### src/rtl/seg_pkg.sv
// Shared constants and state encoding for the seven-segment nums arbiter.
package seg_pkg;

  localparam logic [1:0]  SRC_BASE  = 2'd0;
  localparam logic [1:0]  SRC_NOTE  = 2'd1;
  localparam logic [1:0]  SRC_ALERT = 2'd2;

  localparam logic [15:0] DASH_NUMS = 16'h9999;

  typedef enum logic [1:0] {
    ST_BASE  = 2'd0,
    ST_NOTE  = 2'd1,
    ST_ALERT = 2'd2
  } state_e;

endpackage

### src/rtl/tick_prescaler.sv
// Free-running 0..TICK_CYCLES-1 counter; tick marks the last count, clr restarts the period.
module tick_prescaler #(
  parameter int unsigned TICK_CYCLES = 1000000
) (
  input  logic clk,
  input  logic rst,
  input  logic clr,
  output logic tick
);

  localparam int unsigned CW = $clog2(TICK_CYCLES);
  localparam logic [CW-1:0] LAST = CW'(TICK_CYCLES - 1);

  logic [CW-1:0] cnt_q, cnt_d;

  assign tick = (cnt_q == LAST);

  always_comb begin
    cnt_d = cnt_q + CW'(1);
    if (clr || tick) begin
      cnt_d = '0;
    end
  end

  always_ff @(posedge clk or posedge rst) begin
    if (rst) begin
      cnt_q <= '0;
    end else begin
      cnt_q <= cnt_d;
    end
  end

endmodule

### src/rtl/seg_nums_arbiter.sv
// Fixed-priority (alert > note > base) owner of the 4-digit seven-segment nums bus,
// with a timed note overlay and a blinking alert.
module seg_nums_arbiter
  import seg_pkg::*;
#(
  parameter int unsigned TICK_CYCLES = 1000000,
  parameter int unsigned HOLD_TICKS  = 100,
  parameter int unsigned BLINK_TICKS = 25
) (
  input  logic        clk,
  input  logic        rst,
  input  logic [15:0] base_nums,
  input  logic        note_req,
  input  logic [15:0] note_nums,
  input  logic        alert,
  input  logic [15:0] alert_nums,
  output logic [15:0] nums,
  output logic [1:0]  src,
  output logic        note_active
);

  localparam int unsigned TW = $clog2(HOLD_TICKS + 1);
  localparam int unsigned BW = $clog2(BLINK_TICKS + 1);
  localparam logic [TW-1:0] HOLD_VAL   = TW'(HOLD_TICKS);
  localparam logic [BW-1:0] BLINK_LAST = BW'(BLINK_TICKS - 1);

  state_e        state_q, state_d;
  logic [TW-1:0] timer_q, timer_d;
  logic [15:0]   note_q, note_d;
  logic [BW-1:0] blink_q, blink_d;
  logic          phase_q, phase_d;
  logic          alert_q;
  logic [15:0]   nums_q, nums_d;
  logic [1:0]    src_q, src_d;
  logic          note_active_q, note_active_d;
  logic          tick;
  logic          alert_rise;

  assign alert_rise = alert & ~alert_q;

  tick_prescaler #(
    .TICK_CYCLES(TICK_CYCLES)
  ) u_tick_prescaler (
    .clk (clk),
    .rst (rst),
    .clr (note_req | alert_rise),
    .tick(tick)
  );

  always_comb begin
    timer_d = timer_q;
    note_d  = note_q;
    if (note_req) begin
      note_d  = note_nums;
      timer_d = HOLD_VAL;
    end else if (tick && (timer_q != '0)) begin
      timer_d = timer_q - TW'(1);
    end
  end

  // Transitions look at the post-update timer so an expiring tick is seen this cycle.
  always_comb begin
    state_d = state_q;
    unique case (state_q)
      ST_BASE: begin
        if (alert)         state_d = ST_ALERT;
        else if (note_req) state_d = ST_NOTE;
      end
      ST_NOTE: begin
        if (alert)                state_d = ST_ALERT;
        else if (timer_d == '0)   state_d = ST_BASE;
      end
      ST_ALERT: begin
        if (!alert) state_d = (timer_d != '0) ? ST_NOTE : ST_BASE;
      end
      default: state_d = ST_BASE;
    endcase
  end

  always_comb begin
    blink_d = blink_q;
    phase_d = phase_q;
    if ((state_d == ST_ALERT) && (state_q != ST_ALERT)) begin
      blink_d = '0;
      phase_d = 1'b0;
    end else if ((state_q == ST_ALERT) && tick) begin
      if (blink_q == BLINK_LAST) begin
        blink_d = '0;
        phase_d = ~phase_q;
      end else begin
        blink_d = blink_q + BW'(1);
      end
    end
  end

  // Outputs are decoded from next state so they land one cycle after the inputs.
  always_comb begin
    nums_d        = base_nums;
    src_d         = SRC_BASE;
    note_active_d = (timer_d != '0);
    unique case (state_d)
      ST_BASE: begin
        nums_d = base_nums;
        src_d  = SRC_BASE;
      end
      ST_NOTE: begin
        nums_d = note_d;
        src_d  = SRC_NOTE;
      end
      ST_ALERT: begin
        nums_d = phase_d ? DASH_NUMS : alert_nums;
        src_d  = SRC_ALERT;
      end
      default: begin
        nums_d = DASH_NUMS;
        src_d  = SRC_BASE;
      end
    endcase
  end

  always_ff @(posedge clk or posedge rst) begin
    if (rst) begin
      state_q       <= ST_BASE;
      timer_q       <= '0;
      note_q        <= '0;
      blink_q       <= '0;
      phase_q       <= 1'b0;
      alert_q       <= 1'b0;
      nums_q        <= DASH_NUMS;
      src_q         <= SRC_BASE;
      note_active_q <= 1'b0;
    end else begin
      state_q       <= state_d;
      timer_q       <= timer_d;
      note_q        <= note_d;
      blink_q       <= blink_d;
      phase_q       <= phase_d;
      alert_q       <= alert;
      nums_q        <= nums_d;
      src_q         <= src_d;
      note_active_q <= note_active_d;
    end
  end

  assign nums        = nums_q;
  assign src         = src_q;
  assign note_active = note_active_q;

endmodule

### config.mk
export PLATFORM = sky130hd
export DESIGN_NAME = seg_nums_arbiter
export DESIGN_NICKNAME = d
export VERILOG_FILES = /design/src/rtl/seg_pkg.sv /design/src/rtl/tick_prescaler.sv /design/src/rtl/seg_nums_arbiter.sv
export SDC_FILE = /design/constraint.sdc
export NUM_CORES = 1
export LEC_CHECK = 0
export CAP_MARGIN = 20
export CORE_ASPECT_RATIO = 1.4
export CORE_MARGIN = 4
export CORE_UTILIZATION = 53
export CTS_BUF_LIST = sky130_fd_sc_hd__clkbuf_4
export DETAILED_ROUTE_END_ITERATION = 10
export HOLD_SLACK_MARGIN = 0.1
export PLACE_DENSITY_LB_ADDON = 0.12
export SYNTH_ARGS = -nofsm -noshare
export SYNTH_HDL_FRONTEND = slang
export SYNTH_HIERARCHICAL = 1
export SYNTH_SLANG_ARGS = --single-unit
### constraint.sdc
create_clock -name clk -period 3.45 [get_ports clk]
set_input_delay 0.69 -clock clk [delete_from_list [all_inputs] [get_ports clk]]
set_output_delay 0.69 -clock clk [all_outputs]
set_load 0.02 [all_outputs]
==> impl_metrics.tcl <==
set metrics [dict create \
    status "finished clean" \
    yosysSeqAreaShare 0.502 \
    crit_type "reg -> reg" \
    port_buffers 70 \
    ant_nets 0 \
    synth.avg_cell_area_um2 10.4 \
    skew_ns 0.0162 \
    clockBufferDepth 2 \
    setup_viol 0 \
    die_x_um 77.2 \
    grt_pass1_vias 2953 \
    synth-edff-count 0 \
    ctsHtreeMaxLevel 3 \
    min_from "note_q[3]" \
    p_leak_uw 0.00190 \
    fp.coreArea_um2 6570 \
    peakVddDrop_v 0.000329 \
    grt_antenna_before_repair 0 \
    clkTransAtPathRegs_ns 0.12 \
    hold_buffers 0 \
    cts-resized-gates 1 \
    boundaryPins 71 \
    r2r_cells 10 \
    synthToLayoutAreaGrowth_pct 27.3 \
    post_drt_wl_per_cell_um 16.5 \
    drv_slew 0 \
    crit_path_end_kind "flip-flop" \
    required_ns 3.76 \
    grt_first_pass_wirelength_mm 13.2 \
    setup_tns_ns 0 \
    holdWs_ns 0.511 \
    cts_root_buf "clkbuf_4" \
    worst_pin_slew_ns 0.741 \
    power_uw 1830 \
    synth_cell_type_count 61 \
    met2_usage 0.363 \
    grt_max_degree 52 \
    use_met3 0.0474 \
    viasPerCell 5.85 \
    clk_latency_ns 0.41 \
    finalHoldViolations 0 \
    max_freq_ghz 0.326 \
    relSlewSlack 0.503 \
    initial_core_util 0.542 \
    cts_num_sinks 71 \
    syn_nets 398 \
    antenna_cells 0 \
    chipHeight_um 105 \
    dpl.hpwl_mm 5.99 \
    reg2reg_slack_ns 0.39 \
    firstDrtPassIters 4 \
    track_usage 0.207 \
    crit_fanout 19 \
    grt-busiest-layer "met2" \
    ys_ff_latch 71 \
    rows 35 \
    powerDensity_nw_per_um2 403 \
    async_flop_share 1.00 \
    cts_tree "yes" \
    ys.warnings.count 6 \
    synthFlopType "dfrtp_1" \
    min_period_ns 3.06 \
    cts_buffers 9 \
    cp.arrival_ns 3.38 \
    whs_endpoint "note_q[3]" \
    rsz0062_at_grt "no" \
    routed_wl_mm 8.14 \
    min_path_type "reg -> reg" \
    reg2reg_to "src[0]" \
    r2r-start "u_tick_prescaler/cnt_q[0]" \
    grt_util_met1 0.230 \
    fillers 511 \
    gp_congestion 0.885 \
    dieArea_um2 8110 \
    post_cts_buffers 0 \
    drt_iter0_markers 129 \
    overflow 0 \
    syn_inst 341 \
    critPathLaunchType "flip-flop" \
    finalNetCount 471 \
    cap_violations 0 \
    holdPathStages 1 \
    drt_drc_violations_left 0 \
    min_period_over_period 0.888 \
    syn_area_um2 3560 \
    layout-drive-gt1-share 0.160 \
    dr_total_vias 2882 \
]
-- kinds of logic (layout without fill, tap and decap cells) --
group	Yosys count	count (layout)	synth area share
adder cells (fa/ha/maj)	5	5	0.0176
buffers and inverters	46	124	0.0542
multiplexers	16	16	0.0506
AO/OA/AOI/OAI	69	69	0.147
XOR/XNOR	20	20	0.0492
flip-flops	71	71	0.502
AND/OR/NAND/NOR	114	114	0.179
-- report_power, final --
group | internal (uW) | leakage [uW] | total [uW] | switching, uW
combinational | 157 | 0.000928 | 300 | 143
clock | 307 | 0.0000872 | 609 | 302
sequential | 893 | 0.000881 | 916 | 23.3
total | 1360 | 0.00190 | 1830 | 468
-- synth_stat cells, drive strengths merged (2+ instances only) --
cell     n  area share
a211oi   2      0.0056
a21oi   11       0.015
a221oi   8       0.020
a22oi    8       0.017
and2b    2      0.0049
and3     2      0.0035
buf      7       0.013
clkbuf  10       0.011
dfrtp   63        0.44
dfstp    8       0.059
ha       5       0.018
inv     29       0.031
mux2    16       0.051
nand2   28       0.030
nand2b   2      0.0035
nand3    9       0.013
nand4    9       0.020
nand4b   2      0.0067
nor2    31       0.033
nor3     7      0.0098
nor4     6       0.011
nor4b    2      0.0091
o21a     2      0.0042
o21ai    7      0.0098
o221ai  16       0.039
o31ai    3      0.0077
or3      4      0.0070
or4      2      0.0046
xnor2   12       0.030
xor2     8       0.020
-- layout make-up --
cell class	count	area, um2	share of cell area
sequential	71	1790	0.395
clock inverter	6	93.8	0.0207
clock buffer	10	75.1	0.0166
inverter	29	109	0.0240
multi-input combinational	224	1600	0.354
timing repair buffer	79	768	0.170
tap	74	92.6	0.0204
-- how the worst max path moves through the flow --
stage | startpoint | end | slack [ns] | cells past startpoint
finish | u_tick_prescaler/cnt_q[0] | src[0] | 0.39 | 10
floorplan | u_tick_prescaler/cnt_q[0] | nums[1] | 0.49 | 11
CTS | u_tick_prescaler/cnt_q[0] | src[0] | 0.12 | 9
global placement | u_tick_prescaler/cnt_q[0] | nums[9] | 0.24 | 8
detailed placement | u_tick_prescaler/cnt_q[0] | nums[7] | 0.001 | 8
global route | u_tick_prescaler/cnt_q[0] | nums[8] | 0.10 | 8
-- layout by cell type, fill, tap and decap left out, types with 9 or more instances in the layout --
master           count
dfrtp_1             63
a21oi_1             11
inv_1               28
o221ai_1            16
clkbuf_4            10
nand2_1             28
mux2_2              16
nand3_1              9
buf_4                9
clkdlybuf4s50_1     70
nor2_1              31
xnor2_1             12
-- state kept, by name (all words and copies together), names as in the netlist --
name,cells
u_tick_prescaler/cnt_q,20
note_q,16
nums,16
timer_q,7
blink_q,5
src,2
state_q,2
alert_q,1
note_active,1
phase_q,1
-- critical path, cell delays in order (launching register included) --
cell and delay [ns]:
dfrtp_1 0.48, ha_1 0.35, nand2_1 0.18, nor3_2 0.36, buf_4 0.21, nand2_1 0.13
o21a_1 0.21, a211oi_2 0.32, nor3b_4 0.23, buf_4 0.26, and2b_2 0.24
-- metal layers --
metal	up-vias	part of all wire
met4	0	0.026
met3	18	0.051
met1	1411	0.40
met2	80	0.53
li1	1373	-
met5	-	0
-- per-stage QoR --
| step | utilization | setup slack (ns) | area [um2] | std cells |
|---|---|---|---|---|
| after CTS | 0.688 | 0.119 | 4520 | 493 |
| after floorplan | - | 0.492 | 3560 | 341 |
| after global placement | 0.661 | 0.240 | 4340 | 477 |
| after global routing | 0.689 | 0.102 | 4530 | 493 |
| final | 0.689 | 0.385 | 4530 | 493 |
| after detailed placement | 0.661 | 0.00147 | 4340 | 477 |
No activity file was read; power rests on OpenSTA's default activity.
